--- config.mk ---
export PLATFORM = sky130hd
export DESIGN_NAME = datapath_mc_flat
export DESIGN_NICKNAME = d
export VERILOG_FILES = /design/src/rtl/datapath_mc_if.sv /design/src/rtl/datapath_mc.sv /design/src/flat_wrapper.sv
export SDC_FILE = /design/constraint.sdc
export NUM_CORES = 1
export LEC_CHECK = 0
export ABC_AREA = 0
export BUFFER_PORTS_ARGS = -buffer_cell sky130_fd_sc_hd__buf_2
export CAP_MARGIN = 20
export CORE_MARGIN = 8
export CORE_UTILIZATION = 30
export CTS_BUF_LIST = sky130_fd_sc_hd__clkbuf_4
export DETAILED_ROUTE_END_ITERATION = 8
export RECOVER_POWER = 50
export SLEW_MARGIN = 10
export SYNTH_ARGS = -nofsm -noshare
export SYNTH_HDL_FRONTEND = slang
export SYNTH_SLANG_ARGS = --single-unit
--- constraint.sdc ---
create_clock -name clk -period 17.25 [get_ports clk]
set_input_delay 1.725 -clock clk [delete_from_list [all_inputs] [get_ports clk]]
set_output_delay 1.725 -clock clk [all_outputs]
set_load 0.03 [all_outputs]
--- src/rtl/datapath_mc_if.sv ---
// Control/data bundle between the SimpleCPU control unit (master) and datapath_mc (slave).
interface datapath_mc_if #(
    parameter int DATA_W  = 16,
    parameter int AW      = 4,
    parameter int CONST_W = 8
);
    logic [AW-1:0]      RF_W_addr;
    logic               RF_W_wr;
    logic [AW-1:0]      RF_Rp_addr;
    logic               RF_Rp_rd;
    logic [AW-1:0]      RF_Rq_addr;
    logic               RF_Rq_rd;
    logic [1:0]         wb_sel;
    logic               RF_ext;
    logic [2:0]         alu_op;
    logic               flags_we;
    logic [DATA_W-1:0]  DM_Din;
    logic [CONST_W-1:0] Val_cons;
    logic               mul_start;
    logic               mul_busy;
    logic               mul_done;
    logic               wb_collision;
    logic [3:0]         flags;
    logic               RF_Rp_zero;
    logic [DATA_W-1:0]  Rp_data;

    modport master (
        output RF_W_addr, RF_W_wr, RF_Rp_addr, RF_Rp_rd, RF_Rq_addr, RF_Rq_rd,
               wb_sel, RF_ext, alu_op, flags_we, DM_Din, Val_cons, mul_start,
        input  mul_busy, mul_done, wb_collision, flags, RF_Rp_zero, Rp_data
    );

    modport slave (
        input  RF_W_addr, RF_W_wr, RF_Rp_addr, RF_Rp_rd, RF_Rq_addr, RF_Rq_rd,
               wb_sel, RF_ext, alu_op, flags_we, DM_Din, Val_cons, mul_start,
        output mul_busy, mul_done, wb_collision, flags, RF_Rp_zero, Rp_data
    );
endinterface

--- src/rtl/datapath_mc.sv ---
// SimpleCPU datapath: register file, ALU with registered {Z,N,C,V} flags, write-back mux
// and a shift-add multiplier that writes its product back to the register file on its own.
module datapath_mc #(
    parameter int DATA_W   = 16,
    parameter int RF_DEPTH = 16,
    parameter int CONST_W  = 8
) (
    input  logic          clk,
    input  logic          rst,
    datapath_mc_if.slave  bus
);
    localparam int AW = (RF_DEPTH > 1) ? $clog2(RF_DEPTH) : 1;
    localparam int CW = (DATA_W > 1) ? $clog2(DATA_W) : 1;

    localparam logic [1:0] ST_IDLE = 2'd0;
    localparam logic [1:0] ST_RUN  = 2'd1;
    localparam logic [1:0] ST_DONE = 2'd2;

    logic [DATA_W-1:0] rf_q [RF_DEPTH];
    logic [DATA_W-1:0] rp_data, rq_data;
    logic [DATA_W-1:0] alu_res, wb_src, wb_val;
    logic [DATA_W:0]   alu_ext;
    logic              alu_c, alu_v;
    logic [3:0]        flags_q;

    logic [1:0]        mul_state_q, mul_state_d;
    logic [DATA_W-1:0] mul_a_q, mul_a_d, mul_b_q, mul_b_d, mul_acc_q, mul_acc_d;
    logic [DATA_W-1:0] mul_acc_step;
    logic [CW-1:0]     mul_cnt_q, mul_cnt_d;
    logic [AW-1:0]     mul_dest_q, mul_dest_d;
    logic              mul_wr;
    logic              wb_collision_q;

    assign rp_data = bus.RF_Rp_rd ? rf_q[bus.RF_Rp_addr] : '0;
    assign rq_data = bus.RF_Rq_rd ? rf_q[bus.RF_Rq_addr] : '0;

    always_comb begin
        alu_ext = '0;
        alu_res = rp_data;
        alu_c   = 1'b0;
        alu_v   = 1'b0;
        case (bus.alu_op)
            3'd1: begin
                alu_ext = {1'b0, rp_data} + {1'b0, rq_data};
                alu_res = alu_ext[DATA_W-1:0];
                alu_c   = alu_ext[DATA_W];
                alu_v   = (rp_data[DATA_W-1] == rq_data[DATA_W-1]) &&
                          (alu_res[DATA_W-1] != rp_data[DATA_W-1]);
            end
            3'd2: begin
                // The extra bit of an unsigned subtract is the borrow (A < B).
                alu_ext = {1'b0, rp_data} - {1'b0, rq_data};
                alu_res = alu_ext[DATA_W-1:0];
                alu_c   = alu_ext[DATA_W];
                alu_v   = (rp_data[DATA_W-1] != rq_data[DATA_W-1]) &&
                          (alu_res[DATA_W-1] != rp_data[DATA_W-1]);
            end
            3'd3: alu_res = rp_data & rq_data;
            3'd4: alu_res = rp_data | rq_data;
            3'd5: alu_res = rp_data ^ rq_data;
            3'd6: begin
                alu_res = {rp_data[DATA_W-2:0], 1'b0};
                alu_c   = rp_data[DATA_W-1];
            end
            3'd7: begin
                alu_res = {1'b0, rp_data[DATA_W-1:1]};
                alu_c   = rp_data[0];
            end
            default: alu_res = rp_data;
        endcase
    end

    always_comb begin
        case (bus.wb_sel)
            2'd0:    wb_src = alu_res;
            2'd1:    wb_src = bus.DM_Din;
            2'd2:    wb_src = {{(DATA_W-CONST_W){1'b0}}, bus.Val_cons};
            default: wb_src = {{(DATA_W-CONST_W){bus.Val_cons[CONST_W-1]}}, bus.Val_cons};
        endcase
        wb_val = bus.RF_ext ? (~wb_src + DATA_W'(1)) : wb_src;
    end

    assign mul_acc_step = mul_b_q[0] ? (mul_acc_q + mul_a_q) : mul_acc_q;
    assign mul_wr       = (mul_state_q == ST_RUN) && (mul_cnt_q == CW'(DATA_W - 1));

    always_comb begin
        mul_state_d = mul_state_q;
        mul_a_d     = mul_a_q;
        mul_b_d     = mul_b_q;
        mul_acc_d   = mul_acc_q;
        mul_cnt_d   = mul_cnt_q;
        mul_dest_d  = mul_dest_q;
        case (mul_state_q)
            ST_IDLE: begin
                if (bus.mul_start) begin
                    mul_a_d     = rp_data;
                    mul_b_d     = rq_data;
                    mul_dest_d  = bus.RF_W_addr;
                    mul_acc_d   = '0;
                    mul_cnt_d   = '0;
                    mul_state_d = ST_RUN;
                end
            end
            ST_RUN: begin
                mul_acc_d = mul_acc_step;
                mul_a_d   = mul_a_q << 1;
                mul_b_d   = mul_b_q >> 1;
                mul_cnt_d = mul_cnt_q + CW'(1);
                if (mul_wr) begin
                    mul_state_d = ST_DONE;
                end
            end
            default: mul_state_d = ST_IDLE;
        endcase
    end

    always_ff @(posedge clk) begin
        if (rst) begin
            for (int i = 0; i < RF_DEPTH; i++) begin
                rf_q[i] <= '0;
            end
            flags_q        <= '0;
            mul_state_q    <= ST_IDLE;
            mul_a_q        <= '0;
            mul_b_q        <= '0;
            mul_acc_q      <= '0;
            mul_cnt_q      <= '0;
            mul_dest_q     <= '0;
            wb_collision_q <= 1'b0;
        end else begin
            // Multiplier write-back has priority over the normal write port.
            for (int i = 0; i < RF_DEPTH; i++) begin
                if (mul_wr && (mul_dest_q == AW'(i))) begin
                    rf_q[i] <= mul_acc_step;
                end else if (bus.RF_W_wr && !mul_wr && (bus.RF_W_addr == AW'(i))) begin
                    rf_q[i] <= wb_val;
                end
            end
            if (bus.flags_we) begin
                flags_q <= {(alu_res == '0), alu_res[DATA_W-1], alu_c, alu_v};
            end
            mul_state_q    <= mul_state_d;
            mul_a_q        <= mul_a_d;
            mul_b_q        <= mul_b_d;
            mul_acc_q      <= mul_acc_d;
            mul_cnt_q      <= mul_cnt_d;
            mul_dest_q     <= mul_dest_d;
            wb_collision_q <= mul_wr && bus.RF_W_wr;
        end
    end

    assign bus.Rp_data      = rp_data;
    assign bus.RF_Rp_zero   = (rp_data == '0);
    assign bus.flags        = flags_q;
    assign bus.mul_busy     = (mul_state_q == ST_RUN);
    assign bus.mul_done     = (mul_state_q == ST_DONE);
    assign bus.wb_collision = wb_collision_q;
endmodule

--- src/flat_wrapper.sv ---
// flat-port wrapper written by rule: the top's interface ports become plain ports
module datapath_mc_flat 
#(
    parameter int DATA_W   = 16,
    parameter int RF_DEPTH = 16,
    parameter int CONST_W  = 8
)
  (clk, rst, bus_RF_W_addr, bus_RF_W_wr, bus_RF_Rp_addr, bus_RF_Rp_rd, bus_RF_Rq_addr, bus_RF_Rq_rd, bus_wb_sel, bus_RF_ext, bus_alu_op, bus_flags_we, bus_DM_Din, bus_Val_cons, bus_mul_start, bus_mul_busy, bus_mul_done, bus_wb_collision, bus_flags, bus_RF_Rp_zero, bus_Rp_data);
  datapath_mc_if #(.DATA_W(DATA_W), .AW(4), .CONST_W(CONST_W)) bus_i ();
  input  logic clk;
  input  logic rst;
  input wire logic [$bits(bus_i.RF_W_addr)-1:0] bus_RF_W_addr;
  input wire logic [$bits(bus_i.RF_W_wr)-1:0] bus_RF_W_wr;
  input wire logic [$bits(bus_i.RF_Rp_addr)-1:0] bus_RF_Rp_addr;
  input wire logic [$bits(bus_i.RF_Rp_rd)-1:0] bus_RF_Rp_rd;
  input wire logic [$bits(bus_i.RF_Rq_addr)-1:0] bus_RF_Rq_addr;
  input wire logic [$bits(bus_i.RF_Rq_rd)-1:0] bus_RF_Rq_rd;
  input wire logic [$bits(bus_i.wb_sel)-1:0] bus_wb_sel;
  input wire logic [$bits(bus_i.RF_ext)-1:0] bus_RF_ext;
  input wire logic [$bits(bus_i.alu_op)-1:0] bus_alu_op;
  input wire logic [$bits(bus_i.flags_we)-1:0] bus_flags_we;
  input wire logic [$bits(bus_i.DM_Din)-1:0] bus_DM_Din;
  input wire logic [$bits(bus_i.Val_cons)-1:0] bus_Val_cons;
  input wire logic [$bits(bus_i.mul_start)-1:0] bus_mul_start;
  output wire logic [$bits(bus_i.mul_busy)-1:0] bus_mul_busy;
  output wire logic [$bits(bus_i.mul_done)-1:0] bus_mul_done;
  output wire logic [$bits(bus_i.wb_collision)-1:0] bus_wb_collision;
  output wire logic [$bits(bus_i.flags)-1:0] bus_flags;
  output wire logic [$bits(bus_i.RF_Rp_zero)-1:0] bus_RF_Rp_zero;
  output wire logic [$bits(bus_i.Rp_data)-1:0] bus_Rp_data;
  assign bus_i.RF_W_addr = bus_RF_W_addr;
  assign bus_i.RF_W_wr = bus_RF_W_wr;
  assign bus_i.RF_Rp_addr = bus_RF_Rp_addr;
  assign bus_i.RF_Rp_rd = bus_RF_Rp_rd;
  assign bus_i.RF_Rq_addr = bus_RF_Rq_addr;
  assign bus_i.RF_Rq_rd = bus_RF_Rq_rd;
  assign bus_i.wb_sel = bus_wb_sel;
  assign bus_i.RF_ext = bus_RF_ext;
  assign bus_i.alu_op = bus_alu_op;
  assign bus_i.flags_we = bus_flags_we;
  assign bus_i.DM_Din = bus_DM_Din;
  assign bus_i.Val_cons = bus_Val_cons;
  assign bus_i.mul_start = bus_mul_start;
  assign bus_mul_busy = bus_i.mul_busy;
  assign bus_mul_done = bus_i.mul_done;
  assign bus_wb_collision = bus_i.wb_collision;
  assign bus_flags = bus_i.flags;
  assign bus_RF_Rp_zero = bus_i.RF_Rp_zero;
  assign bus_Rp_data = bus_i.Rp_data;
  datapath_mc #(.DATA_W(DATA_W), .RF_DEPTH(RF_DEPTH), .CONST_W(CONST_W)) u_core (.clk(clk), .rst(rst), .bus(bus_i));
endmodule
# After elaboration in Yosys (flattened, before gate mapping)
# Memory sizes are Yosys's and may differ from the RTL's.
# Index checks and enable logic that the tools add are counted.
[word_totals]
regBits = 63
input_bits = 49
out_inout_bits = 24
wordCells = 311
mem_bits_rw = 256
memories = 1
[op_classes]
n_mux = 165
eq_ne = 48
bitwise = 36
reduce_logical = 48
add_sub_neg = 5
[mem_list]
columns = ["name", "depth", "width", "read_ports", "rd_clocked_by_memory_dff", "write_ports", "line_no", "source"]
rows = [
  ["u_core.rf_q", 16, 16, 2, 0, 16, "datapath_mc.sv:19", "logic [DATA_W-1:0] rf_q [RF_DEPTH];"],
]
[op_table]
columns = ["operator", "n"]
rows = [
  ["$mux W16", 39],
  ["$mux W1", 114],
  ["$pmux W16 S7", 1],
  ["$pmux W16 S2", 3],
  ["$eq A4 B4 Y1 const B", 17],
  ["$pmux W16 S3", 1],
  ["$logic_and A1 B1 Y1", 37],
  ["$eq A4 B3 Y1 const B", 8],
  ["$logic_not A16 Y1", 2],
  ["$or A1 B1 Y1", 32],
  ["$add A16 B16 Y17", 1],
  ["$sub A16 B16 Y17", 1],
  ["$add A16 B1 Y16 const B", 1],
  ["$add A16 B16 Y16", 1],
  ["$and A16 B16 Y16", 1],
  ["$eq A4 B2 Y1 const B", 4],
  ["$not A16 Y16", 1],
  ["$or A16 B16 Y16", 1],
  ["$xor A16 B16 Y16", 1],
  ["$eq A3 B3 Y1 const B", 4],
  ["$eq A4 B1 Y1 const B", 2],
  ["$logic_not A4 Y1", 2],
  ["$pmux W4 S2", 1],
  ["$eq A3 B2 Y1 const B", 2],
  ["17 further kinds", 25],
]

# Logic depth before layout (Yosys ltp)
# Gate-level depths: netlist of the first run.
[depth]
word_depth = 10
ltp_mapped = 24
depth_no_buf = 21

# Worst setup path after synthesis of the first run
# No wires, ideal clock.
[synth_path]
path_type = "input-to-reg"
from = "input port bus_RF_Rq_addr[0]"
to = "memory u_core.rf_q[1][13] (data pin)"
t_arrival_ps = 7243
path_buffers = 4
required_ps = 16975
setup_time_ps = 275
slack_ps = 9732
stages = 20
cell_sequence = "clkbuf_1 buf_1 mux4_2 mux4_2 and2_1 ha_1 fa_1 a211oi_2 o21ai_0 a311oi_1 nand4_1 nor3_1 o21a_1 nand4_1 or3_1 buf_2 o41ai_2 xnor2_1 buf_2 o22ai_1"
[synth_lines]
columns = ["item", "line_no", "source"]
rows = [
  ["start: declaration", "flat_wrapper.sv:16", "input wire logic [$bits(bus_i.RF_Rq_addr)-1:0] bus_RF_Rq_addr;"],
  ["end: declaration", "datapath_mc.sv:19", ""],
]

==> results of run 1 <==
[sequential cells by signal, indices dropped and copies added, names as in the netlist]
signal,count
u_core.rf_q,256
u_core.mul_state_q,2
u_core.mul_b_q,16
u_core.mul_acc_q,16
u_core.bus.wb_collision,1
u_core.bus.flags,4
u_core.mul_cnt_q,4
u_core.mul_dest_q,4
u_core.mul_a_q,16
[cell usage after synthesis (all sizes together), types with 13 or more instances]
library cell and number:
nand2b 16, inv 56, dfxtp 63, mux2i 121
o21ai 184, clkbuf 95, or2 23, and2 27
o22ai 146, a22oi 60, nor3 25, edfxtp 256
xor2 13, buf 83, a21oi 121, xnor2 22
nor2 113, a21o 13, nor2b 27, ha 65
nand4 16, mux4 107, nand2 260, nand3 61
[area by class of cell]
class	instances	area, um2	share of cell area, %
clock inverters	26	223	0.914
clock buffers	110	826	3.39
repair buffers	139	815	3.34
multi-input cells	1625	12100	49.8
inverters	57	214	0.878
well taps	959	1200	4.92
diodes	7	17.5	0.0719
flip-flops and latches	319	8950	36.7
[critical path: cells and delay by family]
kind	cells	cell delay (ns)
xor+xnor	1	0.51
simple gates	8	2.62
buf+inv	3	0.84
fa+ha+maj	2	0.81
compound gates	7	2.67
[kinds of logic (layout without fill, tap and decap cells)]
logic type	Yosys count	in the layout	synth area share (%)
muxes	240	240	17.1
DFF	319	319	40.3
AOI/OAI and AO/OA	657	657	18.8
xor gates and xnor gates	35	35	1.41
adders and majority gates	68	68	3.93
and+or+nand+nor	625	625	13.2
other	0	7	0
buffers and inverters	237	332	5.26
[stage by stage]
step	power (W)	area (um2)	instances	utilization, %
after global routing	0.00212	24400	3240	33.3
final	0.00205	24400	3242	33.4
after detailed placement	0.00137	23400	3097	32.0
after CTS	0.00204	24400	3233	33.4
after global placement	0.00136	23300	3096	31.9
after floorplan	0.00120	22200	2181	-
[worst paths after layout]
check | startpoint | end | slack (ns) | depth (start not counted)
max reg2reg | u_core.rf_q[9][6]$_DFFE_PP_ | u_core.rf_q[2][10]$_SDFFCE_PN0P_ | 10.22 | 16
min reg2reg | u_core.bus.flags[3]$_SDFFE_PP0P_ | u_core.bus.flags[3]$_SDFFE_PP0P_ | 0.47 | 2
min | u_core.bus.flags[3]$_SDFFE_PP0P_ | u_core.bus.flags[3]$_SDFFE_PP0P_ | 0.47 | 2
max | bus_RF_Rp_addr[0] | u_core.rf_q[8][15]$_SDFFCE_PN0P_ | 8.47 | 21
[power by group through the flow]
stage               clock [W]  sequential (W)  combinational [W]
detailed placement          0        0.000900           0.000469
global placement            0        0.000898           0.000464
global route         0.000729        0.000888           0.000506
CTS                  0.000689        0.000883           0.000471
floorplan                   0        0.000892           0.000311
finish               0.000682        0.000885           0.000481
[routing by layer]
| metal | GRT usage (%) | up-vias | share of wire, % | wire, um |
|---|---|---|---|---|
| met5 | 0 | - | 0.040 | 36 |
| met4 | 12.6 | 6 | 6.4 | 5860 |
| met3 | 5.12 | 300 | 11 | 9690 |
| met2 | 34.1 | 1286 | 45 | 41400 |
| met1 | 25.7 | 9801 | 37 | 34100 |
| li1 | - | 8536 | - | - |
==> out/results.tsv, run 1 <==
stage	metric	value	unit
setup_path	crit_path_start_kind	primary input	
setup_path	worstSetupPathType	primary input to register	
power_and_ir_drop	power_density	84.1	mW/mm2
yosys	ys_types	93	
drt	drtPass1Iterations	7	
clocking	cts.sinks	319	
power_and_ir_drop	intPower	0.00137	W
timing	slew_violations	213	
status	status	finished with violations	
timing	hold_viol	0	
yosys	yosysSeqAreaShare	40.3	%
yosys	netlist_instances	2181	
timing	max_freq	114	MHz
timing	final.min_clock_period	8.78	ns
clocking	cts_resized	0	
global_routing	grt.total_usage	21.2	%
yosys	syn_area	0.0222	mm2
global_routing	grt_pass1_vias	19200	
drt	ant_nets	0	
placed_design	dp_hpwl	65300	um
drt	wl	91000	um
final_layout	area_growth	9.83	%
final_layout	layout_commonest_cell	nand2_1	
power_and_ir_drop	clkPwrFrac	33.3	%
yosys	synth_nets	2298	
power_and_ir_drop	power_frac_comb	23.5	%
setup_path	cp_slowest_cell	and2_1	
die	die_h	288	um
die	io_pins	73	
setup_path	slowest_delay	0.96	ns
die	core_region_area	0.0731	mm2
clocking	cts_made_buffers	81	
setup_path	path_max_fanout	35	
global_routing	grt_overflow	0	
power_and_ir_drop	sw_frac_of_total	33.0	%
die	rows	99	
final_layout	drive_above_1_share	17.8	%
power_and_ir_drop	seq_power_share	43.2	%
yosys	ys.flop_type	edfxtp_1	
yosys	yosysTopAreaCell	edfxtp_1	
timing	rsz0062_at_grt	false	
clocking	htree_num_levels	3	
clocking	cts_root_buf	clkbuf_4	
timing	slew_headroom	-94.1	%
timing	totalNegativeSetupSlack	0	ns
drt	viasPerCell	6.15	
drt	num_vias	19900	
yosys	synthTopCellsByArea	edfxtp_1 (35%), mux4_2 (10%), dfxtp_1 (5.7%)	
min_path	hold_path_class	register to register	
power_and_ir_drop	power_leakage	8.74	nW
drt	post-route-drc-count	0	
drt	wl_per_cell	28.1	um
yosys	yosys_register_bits	319	
status	failed_checks	max-capacitance violations, max-slew violations	
job	maxCapViolations	8	
placed_design	gp_congestion	0.976	
die	initial_utilization	30.4	%
final_layout	fillers	7494	
timing	fin_ws	8.47	ns
yosys	avgSynthCellArea	10.2	um2
drt	drtIter0Drc	2756	
clocking	post_cts_buffers	0	
timing	setup_violations	0	
power_and_ir_drop	worst_ir_drop_vdd	0.0400	mV
clocking	clk_latency	0.80	ns
setup_path	critical_path.cell_chain	buf_2 > buf_4 > and2_1 > a22oi_1 > nand3_1 > nand2_1 > nand2_1 > inv_1 > ha_1 > fa_1 > a211oi_2 > o21ai_0 > a311oi_1 > nand4_1 > nor3_1 > o21a_1 > nand4_1 > or3_1 > o41ai_1 > xnor2_1 > o21ai_0	
timing	hold-worst-slack	0.475	ns
timing	clock_skew	0.0699	ns
die	die_area	0.0829	mm2
yosys	yosys.area.top_type_share	34.6	%
clocking	cts_tree	done	
global_routing	grt_max_degree	70	
placed_design	place_ws	8.10	ns
timing	worstMarginPinSlew	2.91	ns
final_layout	final_cell_mix	nand2_1 (260), edfxtp_1 (256), o21ai_0 (159)	
global_routing	grt_pass1_wl	131000	um
global_routing	grt_antenna_before_repair	8	
final_layout	fin_nets	2340	
setup_path	arrival	9.25	ns
yosys	yosys_warnings	0	
clocking	clk_pin_slew	0.06	ns
timing	period_share	50.9	%
setup_path	crit_required	17.72	ns
placed_design	place.port_buffers	72	
clocking	cts_buffer_depth	3	
yosys	synth_edf_count	256	
setup_path	cp-end-kind	register	
yosys	async_reset_ff_share	0	%
die	die_x	288	um
clocking	holdBufCountCts	0	
power_and_ir_drop	p_switching	0.000675	W
Power figures use the tool's default switching activity.
==> run 2, diff against run 1 <==
Clock period 17.25 ns to 8.8 ns, I/O delays scaled along.
==> run 2 against run 1 <==
The flow still finishes with violations (max-capacitance violations, max-slew violations). Final cell count increased by 0.77%. Register-to-register slack got worse by 7.9 ns. Combinational power grew 95%. Count of clock-buffer cells in the layout rose by 20. Critical path depth is 2 lower. Routed wire length increased by 2.0%. Setup slack worse by 7.2 ns. Sequential cell count did not move. Sequential power up 97%. Non-clock buffer count up 8. Core utilization is 0.14 points higher. Critical path type unchanged. Largest cell class unchanged. Highest routed layer unchanged.
==> out/results.tsv, run 2 (synthesis gave the netlist of run 1 again) <==
stage	metric	value	unit	change
timing	worstMarginPinSlew	3.94	ns	+1.03 ns
drt	drtIter0Drc	2801		+1.6%
drt	wl_per_cell	28.4	um	+1.2%
clocking	cts_tree	done		
die	core_region_area	0.0731	mm2	unchanged
min_path	hold_path_class	primary input to register		
die	rows	99		unchanged
setup_path	crit_path_start_kind	primary input		
setup_path	worstSetupPathType	primary input to register		
die	io_pins	73		unchanged
setup_path	cp_slowest_cell	clkbuf_1		
timing	clock_skew	0.0733	ns	+0.00339 ns
setup_path	startpoint	bus_RF_Rp_addr[2]		
setup_path	crit_required	9.30	ns	-8.42 ns
power_and_ir_drop	worst_ir_drop_vdd	0.0930	mV	+130%
final_layout	regMostFlops	u_core.rf_q		
clocking	cts_root_buf	clkbuf_4		
setup_path	arrival	8.00	ns	-1.25 ns
setup_path	ff2ff_path_depth	16		unchanged
final_layout	final_cell_mix	nand2_1 (260), edfxtp_1 (256), o21ai_0 (159)		
setup_path	slowest_delay	0.92	ns	-0.04 ns
timing	period_share	85.2	%	
power_and_ir_drop	power_density	164	mW/mm2	+95%
timing	setup_violations	0		unchanged
timing	slew_headroom	-165	%	-71 points
timing	slew_violations	195		-8.5%
drt	num_vias	20200		+1.4%
setup_path	cp_top_family	compound AO/OA/AOI/OAI gates		
min_path	holdPathStages	2		unchanged
clocking	htree_num_levels	3		unchanged
final_layout	fillers	7426		-0.91%
global_routing	grt_pass1_vias	19400		+1.0%
final_layout	fin_nets	2352		+0.51%
clocking	cts_resized	0		unchanged
final_layout	drive_above_1_share	18.1	%	+0.33 points
drt	wl	92800	um	+2.0%
global_routing	grt_max_degree	62		-11%
clocking	cts_made_buffers	85		+4.9%
die	die_x	288	um	unchanged
global_routing	grt_pass1_wl	133000	um	+1.2%
final_layout	layout_commonest_cell	nand2_1		
min_path	hold_start	bus_RF_W_wr		
setup_path	path_max_fanout	46		+31%
setup_path	reg2reg_from	u_core.rf_q[14][6]$_SDFFCE_PP0P_		
status	status	finished with violations		
timing	hold_viol	0		unchanged
clocking	clk_pin_slew	0.06	ns	about the same
power_and_ir_drop	power_leakage	8.80	nW	+0.74%
die	die_area	0.0829	mm2	unchanged
timing	totalNegativeSetupSlack	0	ns	unchanged
drt	post-route-drc-count	0		unchanged
placed_design	place.port_buffers	72		unchanged
timing	fin_ws	1.30	ns	-7.17 ns
timing	max_freq	133	MHz	
final_layout	area_growth	10.3	%	
setup_path	critical_path.cell_chain	clkbuf_1 > buf_12 > mux2i_1 > a22oi_1 > nand2_1 > o22ai_1 > inv_1 > ha_1 > nor2_1 > o211ai_1 > o221a_2 > o2111ai_1 > o31ai_2 > o21ai_1 > or3_1 > or3_1 > o41ai_1 > xnor2_1 > o22ai_1		
global_routing	grt_overflow	0		unchanged
job	maxCapViolations	7		-1
placed_design	place_ws	1.32	ns	-6.78 ns
global_routing	grt_antenna_before_repair	9		+1
drt	ant_nets	0		unchanged
setup_path	cp_num_buf_inv	3		unchanged
die	die_h	288	um	unchanged
clocking	clk_latency	0.84	ns	+0.04 ns
status	failed_checks	max-capacitance violations, max-slew violations		
timing	rsz0062_at_grt	false		
clocking	cts.sinks	319		unchanged
drt	viasPerCell	6.19		+0.66%
die	initial_utilization	30.4	%	unchanged
global_routing	grt.total_usage	21.6	%	+0.44 points
setup_path	path_depth	19		-9.5%
setup_path	cp-end-kind	register		
clocking	post_cts_buffers	0		unchanged
final_layout	largest_register_ffs	256		unchanged
placed_design	dp_hpwl	66600	um	+2.1%
clocking	cts_buffer_depth	3		unchanged
timing	final.min_clock_period	7.50	ns	
drt	drtPass1Iterations	7		unchanged
placed_design	gp_congestion	0.991		+1.5%
clocking	holdBufCountCts	0		unchanged
==> run 2: worst register-to-register path, stage by stage (launching register included) <==
cell and delay, ns:
edfxtp_1 0.50, mux2i_1 0.12, mux4_2 0.60, o22ai_1 0.67, inv_1 0.11, ha_1 0.56
inv_1 0.18, a21oi_1 0.34, o31ai_1 0.25, a211o_1 0.39, nor3_1 0.33, mux2i_1 0.14
a32oi_1 0.48, a221oi_1 0.23, buf_4 0.25, xnor2_1 0.80, o22ai_1 0.20
==> run 2: area by class of cell <==
type                       count  area [um2]  area share (%)
sequential                   319        8950            36.6
inverter                      57         214           0.874
timing repair buffer         147         890            3.63
antenna                        7        17.5          0.0716
tap                          959        1200            4.90
clock buffer                 130         976            3.99
multi-input combinational   1625       12100            49.5
clock inverter                23         108           0.440
==> run 2: layer usage <==
metal,wire (um),global-route usage [%]
met5,39,0
met4,5550,12.1
met3,10400,5.11
met2,41500,34.0
met1,35400,27.2
==> run 2: metrics by stage <==
step	util, %	hold slack [ns]	std cells	total power, W	cell area [um2]
after floorplan	-	0.448	2181	0.00236	22200
after global placement	32.1	0.456	3102	0.00266	23400
after detailed placement	32.1	0.464	3103	0.00268	23400
after CTS	33.6	0.268	3256	0.00400	24500
after global routing	33.5	0.319	3263	0.00415	24500
final	33.5	0.330	3267	0.00401	24500
==> run 2: worst paths after layout <==
| check | end | slack, ns |
|---|---|---|
| hold reg to reg | u_core.mul_b_q[15]$_SDFFE_PP0P_ | 0.48 |
| setup / recovery | u_core.rf_q[5][15]$_SDFFCE_PN0P_ | 1.30 |
| hold / removal | u_core.bus.wb_collision$_SDFF_PP0_ | 0.33 |
| setup reg to reg | u_core.rf_q[5][15]$_SDFFCE_PN0P_ | 2.36 |
==> run 2: power breakdown <==
part	leakage, nW	switching (W)	internal [W]	total (W)
clock	0.643	0.000661	0.000674	0.00134
sequential	3.15	0.0000454	0.00169	0.00174
combinational	5.01	0.000632	0.000305	0.000937
total	8.80	0.00134	0.00267	0.00401
